### src/rtl/rf_pkg.sv
// Shared sizing constants for the register-file scoreboard.
package rf_pkg;
    localparam int unsigned NREGS  = 8;
    localparam int unsigned SELW   = 3;
    localparam int unsigned MAXINF = 3;
    localparam int unsigned CNTW   = 2;

    function automatic logic [NREGS-1:0] onehot(input logic [SELW-1:0] sel);
        onehot      = '0;
        onehot[sel] = 1'b1;
    endfunction
endpackage

### src/rtl/rf_scoreboard_sb_counter.sv
// Per-register in-flight write counter: up on issue, down on writeback.
module sb_counter
    import rf_pkg::*;
(
    input  logic clk,
    input  logic rst,
    input  logic inc,
    input  logic dec,
    output logic zero,
    output logic full,
    output logic underflow
);

    logic [CNTW-1:0] count_q;
    logic [CNTW-1:0] count_d;

    always_comb begin
        zero      = (count_q == '0);
        full      = (count_q == CNTW'(MAXINF));
        // A retire paired with a same-register issue cancels out, even at zero.
        underflow = dec & ~inc & zero;
        count_d   = count_q;
        if (inc && !dec && !full) begin
            count_d = count_q + 1'b1;
        end else if (dec && !inc && !zero) begin
            count_d = count_q - 1'b1;
        end
    end

    always_ff @(posedge clk or posedge rst) begin
        if (rst) begin
            count_q <= '0;
        end else begin
            count_q <= count_d;
        end
    end

endmodule

### src/rtl/rf_scoreboard.sv
// Decode-stage scoreboard: stalls issue on pending writes to sources or a saturated destination.
module rf_scoreboard
    import rf_pkg::*;
(
    input  logic             clk,
    input  logic             rst,
    input  logic             issue_valid,
    input  logic             issue_writes,
    input  logic [SELW-1:0]  issue_wsel,
    input  logic             issue_r1_used,
    input  logic [SELW-1:0]  issue_r1sel,
    input  logic             issue_r2_used,
    input  logic [SELW-1:0]  issue_r2sel,
    input  logic             wb_write,
    input  logic [SELW-1:0]  wb_sel,
    output logic             stall,
    output logic             issue_accept,
    output logic [NREGS-1:0] busy_vec,
    output logic             err
);

    logic [NREGS-1:0] inc_vec;
    logic [NREGS-1:0] dec_vec;
    logic [NREGS-1:0] zero_vec;
    logic [NREGS-1:0] full_vec;
    logic [NREGS-1:0] unf_vec;
    logic             haz1;
    logic             haz2;
    logic             hazw;
    logic             err_q;
    logic             err_d;

    for (genvar i = 0; i < NREGS; i++) begin : g_cnt
        sb_counter u_cnt (
            .clk       (clk),
            .rst       (rst),
            .inc       (inc_vec[i]),
            .dec       (dec_vec[i]),
            .zero      (zero_vec[i]),
            .full      (full_vec[i]),
            .underflow (unf_vec[i])
        );
    end

    // Hazards look only at registered counts; a same-cycle retire does not bypass.
    always_comb begin
        haz1         = issue_r1_used & ~zero_vec[issue_r1sel];
        haz2         = issue_r2_used & ~zero_vec[issue_r2sel];
        hazw         = issue_writes & full_vec[issue_wsel];
        stall        = issue_valid & (haz1 | haz2 | hazw);
        issue_accept = issue_valid & ~stall;
    end

    always_comb begin
        inc_vec = (issue_accept && issue_writes) ? onehot(issue_wsel) : '0;
        dec_vec = wb_write ? onehot(wb_sel) : '0;
    end

    always_comb begin
        err_d = err_q | (|unf_vec);
    end

    always_ff @(posedge clk or posedge rst) begin
        if (rst) begin
            err_q <= 1'b0;
        end else begin
            err_q <= err_d;
        end
    end

    assign busy_vec = ~zero_vec;
    assign err      = err_q;

endmodule

### config.mk
export PLATFORM = sky130hd
export DESIGN_NAME = rf_scoreboard
export DESIGN_NICKNAME = d
export VERILOG_FILES = /design/src/rtl/rf_pkg.sv /design/src/rtl/rf_scoreboard_sb_counter.sv /design/src/rtl/rf_scoreboard.sv
export SDC_FILE = /design/constraint.sdc
export NUM_CORES = 1
export LEC_CHECK = 0
export BUFFER_PORTS_ARGS = -buffer_cell sky130_fd_sc_hd__clkbuf_2
export CAP_MARGIN = 10
export CORE_MARGIN = 2
export CORE_UTILIZATION = 50
export CTS_BUF_LIST = sky130_fd_sc_hd__clkbuf_2
export DETAILED_ROUTE_END_ITERATION = 10
export PLACE_DENSITY = 0.69
export SKIP_CTS_REPAIR_TIMING = 1
export SKIP_LAST_GASP = 1
export SLEW_MARGIN = 25
export SYNTH_ARGS = -nofsm -noshare
export SYNTH_HDL_FRONTEND = slang
export SYNTH_SLANG_ARGS = --single-unit
### constraint.sdc
create_clock -name clk -period 5 [get_ports clk]
set_input_delay 1 -clock clk [delete_from_list [all_inputs] [get_ports clk]]
set_output_delay 1 -clock clk [all_outputs]
set_load 0.02 [all_outputs]
* Word level (Yosys, flattened, before mapping)
Index checks and enable logic that the tools add are counted.
** Cells by class
- Reduce and logical (&&, ||, !) cells :: 84
- Mux-type cells :: 28
- $add $sub $neg :: 16
- Bitwise gates (word level) :: 36
- $lt $le $gt $ge :: 6
- Equality and inequality tests :: 8
** Operator list (number)
- $logic_and 1x1->1 :: 35
- $logic_not 1->1 :: 32
- $mux 2 :: 16
- $and 1x1->1 :: 21
- $add 2x1->2 const B :: 8
- $eq 2x2->1 const B :: 8
- $logic_not 2->1 :: 8
- $lt 3x4->1 const B :: 4
- $mux 8 :: 2
- $reduce_bool 2->1 :: 8
- $sub 2x1->2 const B :: 8
- $not 1->1 :: 11
- $bmux 1 s3 :: 3
- $not 8->8 :: 1
- $reduce_or 8->1 :: 1
- $demux 1 s3 :: 2
- $ge 3x1->1 const B :: 2
- $mux 1 :: 5
- $or 1x1->1 :: 3
** Storage, ports and cells
- Logic and storage cells :: 187
- Bits in registers :: 17
- Output and inout bits :: 11
- Input bits :: 19

* Logic depth before layout (Yosys ltp)
- Depth in word-level cells :: 17
- Mapped depth :: 9
- Depth with buffers taken out :: 7

* Modules after synthesis
Synthesis repeated with hierarchy kept, for this count alone.
** Second synthesis, totals
- Cell total of the unflattened synthesis :: 213
- Area, all modules :: 1602.8 um^2
** Modules (own cells, without submodules)
- sb_counter :: area an instance 133.9 um^2, times used 8, seq. area each 50.0 um^2, cells an instance 16
- rf_scoreboard :: area an instance 531.8 um^2, times used 1, seq. area each 25.0 um^2, cells an instance 85

* Least setup slack after synthesis
Ideal clock, no wire load.
- Path type :: input to output
- Start point :: in issue_r2sel[0]
- End point :: out issue_accept
- Data arrival time :: 2188 ps
- Data required time :: 4000 ps
- Path slack :: 1812 ps
- Cell stages on the path :: 6
- Path buffers :: 1
- Cells stage by stage :: nor4b_1 > nor4b_1 > a22oi_2 > nand4_2 > buf_6 > nor2_1
** Between the ends
- Word-level cells in the longest chain between the ends :: 9
** Ends and longest elaborated chain
- start, declared :: line rf_scoreboard.sv:13 : input logic [SELW-1:0] issue_r2sel,
- $bmux 1 s3 :: line rf_scoreboard.sv:48 : haz2 = issue_r2_used & ~zero_vec[issue_r2sel];
- $mux 1 (implied by the code) :: line rf_scoreboard.sv:48
- $not 1->1 :: line rf_scoreboard.sv:48
- $and 1x1->1 :: line rf_scoreboard.sv:48
- $or 1x1->1 (2 in a row) :: line rf_scoreboard.sv:50 : stall = issue_valid & (haz1 | haz2 | hazw);
- $and 1x1->1 :: line rf_scoreboard.sv:50
- $not 1->1 :: line rf_scoreboard.sv:51 : issue_accept = issue_valid & ~stall;
- $and 1x1->1 :: line rf_scoreboard.sv:51
- end, declared :: line rf_scoreboard.sv:17 : output logic issue_accept,
No other way between the ends. The select of a mux whose other input is x is not followed.

* Worst setup path in the final report
- Start point :: in issue_r1sel[1]
- End point :: out stall
** Between the ends
- Word-level cells in the longest chain between the ends :: 7
** Ends and longest elaborated chain
- start, declared :: line rf_scoreboard.sv:11 : input logic [SELW-1:0] issue_r1sel,
- $bmux 1 s3 :: line rf_scoreboard.sv:47 : haz1 = issue_r1_used & ~zero_vec[issue_r1sel];
- $mux 1 (implied by the code) :: line rf_scoreboard.sv:47
- $not 1->1 :: line rf_scoreboard.sv:47
- $and 1x1->1 :: line rf_scoreboard.sv:47
- $or 1x1->1 (2 in a row) :: line rf_scoreboard.sv:50
- $and 1x1->1 :: line rf_scoreboard.sv:50
- end, declared :: line rf_scoreboard.sv:16 : output logic stall,
No other way between the ends. The select of a mux whose other input is x is not followed.

==> results.txt <==
The clock reaches the later pin of the worst-skew pair after 0.31 ns. For this design the top-level I/O count stands at 30. For the required time at the worst-slack endpoint, the log shows 4.00 ns. The proportion of netlist area held by the largest area contributor was 27.2%. By count the netlist is led by sky130_fd_sc_hd__nor2_1, sky130_fd_sc_hd__nand2_1, sky130_fd_sc_hd__o21ai_0. The number of nets in the final layout is 254.

Signal routing reaches up to met4. The kind of cell with the highest combined delay along the critical path is simple AND/OR/NAND/NOR gates. The last element of the critical path is stall.

The number of buffers and inverters on the critical path is 2. The global-route usage over all layers is 27.6%, and the floorplan core area is 3000 µm². The number of sinks handled by clock tree synthesis came out at 17. Final estimated routing congestion in global placement: 0.969. In this run the register-to-register setup slack is 2.25 ns.

The run gives 20 as the number of placement rows. At the pin with the least slew margin, the transition time is 0.687 ns. TritonCTS built the clock tree. The adder-cell share of the synthesized area came out at 0%. The share of the cycle needed by the critical path after routing is 71.3%.

The detail route stage leaves a number of antenna-violating nets equal to 0. The clock network is responsible for 12.9% of the overall power. After synthesis the netlist holds a flip-flop and latch count of 17. Static timing analysis puts the maximum clock frequency at 281 MHz. The count of TritonRoute iterations in the first routing pass is 4. Net switching is 45.7% of the power.

Wire segments on met2 add up to 2.04 mm in the final route. Endpoint of the most critical register-to-register path: g_cnt[7].u_cnt.count_q[0]$_DFFE_PP0P_. In the post-synthesis netlist, the biggest area contributors are sky130_fd_sc_hd__dfrtp_1, sky130_fd_sc_hd__o21ai_0, sky130_fd_sc_hd__nor2_1, sky130_fd_sc_hd__nand2_1, sky130_fd_sc_hd__mux2i_1. Mean routed wirelength per cell: 15.9 µm.

After synthesis, the mean cell area works out to 7.60 µm². The leading area contributor after synthesis was sky130_fd_sc_hd__dfrtp_1. The HPWL after detailed placement is 3.39 mm, and the fraction of the mapped netlist area in simple logic gates is 38.6%.

Relative to the synthesized area, the layout overhead comes to 11.3%. Counting flops with a built-in enable in the synthesized netlist gives 0. The critical path is of the in2out type. The aggregate routed wire length came out at 4.24 mm.

sky130_fd_sc_hd__nor2_1 is the most common cell in the netlist. CTS placed an instance of sky130_fd_sc_hd__clkbuf_2 at the clock tree root. In this run the worst hold path is classified as reg2reg. The finished cells cover 1740 µm². The setup TNS after final layout is 0 ns. The post-synthesis async set-or-reset flop share was 100%; the fraction of power consumed by sequential logic was 47.2%. The xor/xnor cell area share of the yosys netlist was 2.24%. The initial utilization of the core area, before any placement, comes to 52.1%. Using the TritonRoute via totals, the vias-per-cell ratio works out to 6.24. The dominant combinational cell family by area after synthesis was simple AND/OR/NAND/NOR gates. After detailed placement, the total cell area comes to 1720 µm². The cell count after synthesis is 206.

The CTS H-tree depth was 1. The count of fill cells added during filler insertion is 295, and the cell-internal power is 0.286 mW. The logs give 0 for the total count of hold-check failures in the final report and 0.688 nW for the leakage power. The total overflow left after global routing is 0.

The chip height came out at 60.0 µm. The tools report the critical path startpoint as issue_r1sel[1]. The clock transition at the registers of the reported paths is 0.16 ns, and the worst hold slack across all endpoints is 0.635 ns. Power spread over the standard cell area amounts to 303 nW/µm². The largest single stage delay on the critical path is 0.34 ns. For this run, design rule violations remaining after detail routing come to 0. The tools report the net switching power figure as 0.241 mW.

For the post-synthesis instance area, the log shows 1570 µm². In the synthesized netlist the dominant register cell turns out to be sky130_fd_sc_hd__dfrtp_1. The via count of the first global-routing pass is 1681, and the number of antenna cells inserted is 0.

For the met1 wire length, the log shows 1.92 mm. Setup violations remaining at the end of the flow were counted as 0. Sequential fraction of the synthesis area: 27.2%. The first routing iteration left 153 violations. The reg-to-reg critical path startpoint is g_cnt[1].u_cnt.count_q[1]$_DFFE_PP0P_. Walking the worst path, the cells encountered are clkbuf_2 > nor4b_1 > nor4b_1 > a22oi_2 > nand4_2 > and2_1 > clkbuf_2. Of the post-synthesis cell area, the part taken by muxes is 6.00%.

For the worst setup path, the data arrival time is 2.56 ns. The count of max-cap constraint violations was 0. After detailed routing, the met3 layer carries 215 µm of wire.

For the finished layout, the period the worst path requires is 3.56 ns. The number of library cell types mapped by synthesis is 45, and the combinational share of power is 40.0%. The number of logic stages on the critical path including buffering was 7; the count of yosys warnings during synthesis was 0. The final route contains 1665 vias.

Summing the areas of all compound-gate instances in the mapped netlist gives 21.2% of the synthesized area. Synthesis produced a netlist with a net count of 225. The library cell contributing the largest single delay on the critical path is sky130_fd_sc_hd__nand4_2. In this run the horizontal extent of the chip is 60.0 µm.

The maximum fanout along the worst path is 12, and the die footprint is 3590 µm². For the worst flop-to-flop path, the logic depth is 7. In this run the deepest clock path goes through 2 buffers. Of the cells placed in the final design, the portion with a size suffix greater than 1 is 23.5%.

The worst-case IR drop observed on VDD is 0.244 mV. The run finished with clean final reports. Setup repair after global routing left no endpoint under its margin.

The category of the worst setup path capture point is an output port. The final max-slew violation count is 0, and the wire length of the first global-routing pass is 7.51 mm. In this run, CTS created clock tree buffers numbering 3. The worst setup path is launched from a primary input.

The count of buffers added on input and output ports is 29. In this run the tightest slew margin relative to its limit is 54.2%. Entering global routing, the biggest net connects 18 pins. The logs give 0 for the initial antenna violation count and 0.0101 ns for the post-route clock skew.
[power by group through the flow]
stage          sequential, mW  combinational (mW)  clock [mW]
2_1_floorplan           0.205               0.192           0
3_3_place_gp            0.247               0.201           0
3_5_place_dp            0.249               0.211           0
4_1_cts                 0.246               0.212      0.0694
5_1_grt                 0.258               0.241      0.0820
6_report                0.249               0.211      0.0679
[state kept, by name, indices dropped and copies added, names as in the netlist]
name,cells
err,1
g_cnt.u_cnt.count_q,16
[per-layer routing]
layer  GRT usage, %  up-vias
met5              0        -
met4           9.21        0
met3           3.25        7
met2           45.3       51
met1           37.4      790
li1               -      817
[worst min-delay path: stages (launching register included)]
cell and delay, ns:
sky130_fd_sc_hd__dfrtp_1 0.47, sky130_fd_sc_hd__o21ai_0 0.10, sky130_fd_sc_hd__nand2_1 0.06
[cells in the final DEF (no fill, tap or decap), types with 2 or more instances in the layout]
cell	Yosys	layout
sky130_fd_sc_hd__clkbuf_2	0	33
sky130_fd_sc_hd__o221a_2	4	4
sky130_fd_sc_hd__or2_2	8	8
sky130_fd_sc_hd__mux2_2	3	3
sky130_fd_sc_hd__nor3b_1	5	5
sky130_fd_sc_hd__nor4_1	5	5
sky130_fd_sc_hd__nor3_1	11	11
sky130_fd_sc_hd__or3_1	5	5
sky130_fd_sc_hd__nor4b_1	6	6
sky130_fd_sc_hd__a22oi_2	2	2
sky130_fd_sc_hd__nor2_1	21	21
sky130_fd_sc_hd__a21oi_1	11	11
sky130_fd_sc_hd__xnor2_1	3	3
sky130_fd_sc_hd__nand4_1	3	3
sky130_fd_sc_hd__o21bai_1	2	2
sky130_fd_sc_hd__nand3_1	6	6
sky130_fd_sc_hd__dfrtp_1	17	17
sky130_fd_sc_hd__nor2b_1	3	3
sky130_fd_sc_hd__o31ai_1	2	2
sky130_fd_sc_hd__nand2_1	20	20
sky130_fd_sc_hd__o21ai_0	20	20
sky130_fd_sc_hd__inv_1	12	12
sky130_fd_sc_hd__a221oi_1	2	2
sky130_fd_sc_hd__mux2i_1	6	6
sky130_fd_sc_hd__and2_1	2	2
sky130_fd_sc_hd__a211oi_1	2	2
sky130_fd_sc_hd__nand2b_1	4	4
[through the flow]
stage               total power, mW  util [%]  cells  setup slack, ns
floorplan                     0.397         -    206             1.81
global placement              0.448      57.3    263             1.52
detailed placement            0.460      57.3    263             1.44
CTS                           0.528      58.0    267             1.44
global route                  0.581      58.0    267             1.20
finish                        0.527      58.0    267             1.44
[worst min path at each step]
stage | end | slack (ns) | from | cells past startpoint
6_report | g_cnt[5].u_cnt.count_q[1]$_DFFE_PP0P_ | 0.64 | g_cnt[5].u_cnt.count_q[0]$_DFFE_PP0P_ | 2
5_1_grt | g_cnt[6].u_cnt.count_q[1]$_DFFE_PP0P_ | 0.70 | g_cnt[6].u_cnt.count_q[0]$_DFFE_PP0P_ | 2
4_1_cts | g_cnt[5].u_cnt.count_q[1]$_DFFE_PP0P_ | 0.64 | g_cnt[5].u_cnt.count_q[0]$_DFFE_PP0P_ | 2
3_5_place_dp | g_cnt[5].u_cnt.count_q[1]$_DFFE_PP0P_ | 0.62 | g_cnt[5].u_cnt.count_q[0]$_DFFE_PP0P_ | 2
3_3_place_gp | g_cnt[6].u_cnt.count_q[1]$_DFFE_PP0P_ | 0.60 | g_cnt[6].u_cnt.count_q[0]$_DFFE_PP0P_ | 2
2_1_floorplan | g_cnt[2].u_cnt.count_q[1]$_DFFE_PP0P_ | 0.56 | g_cnt[2].u_cnt.count_q[1]$_DFFE_PP0P_ | 2
[logic make-up (layout without fill, tap and decap cells)]
| family | after synthesis | count (layout) |
|---|---|---|
| and+or+nand+nor | 108 | 108 |
| AOI/OAI and AO/OA | 51 | 51 |
| DFF | 17 | 17 |
| buffers and inverters | 17 | 45 |
| muxes | 9 | 9 |
| xor gates and xnor gates | 4 | 4 |
[area by class of cell]
| class | count | area, µm² | share of cell area [%] |
|---|---|---|---|
| Multi-Input combinational cell | 172 | 1060 | 61.1 |
| Timing Repair Buffer | 29 | 145 | 8.33 |
| Tap cell | 33 | 41.3 | 2.37 |
| Sequential cell | 17 | 425 | 24.4 |
| Inverter | 12 | 45.0 | 2.59 |
| Clock buffer | 4 | 20.0 | 1.15 |
Power figures use the tool's default switching activity.
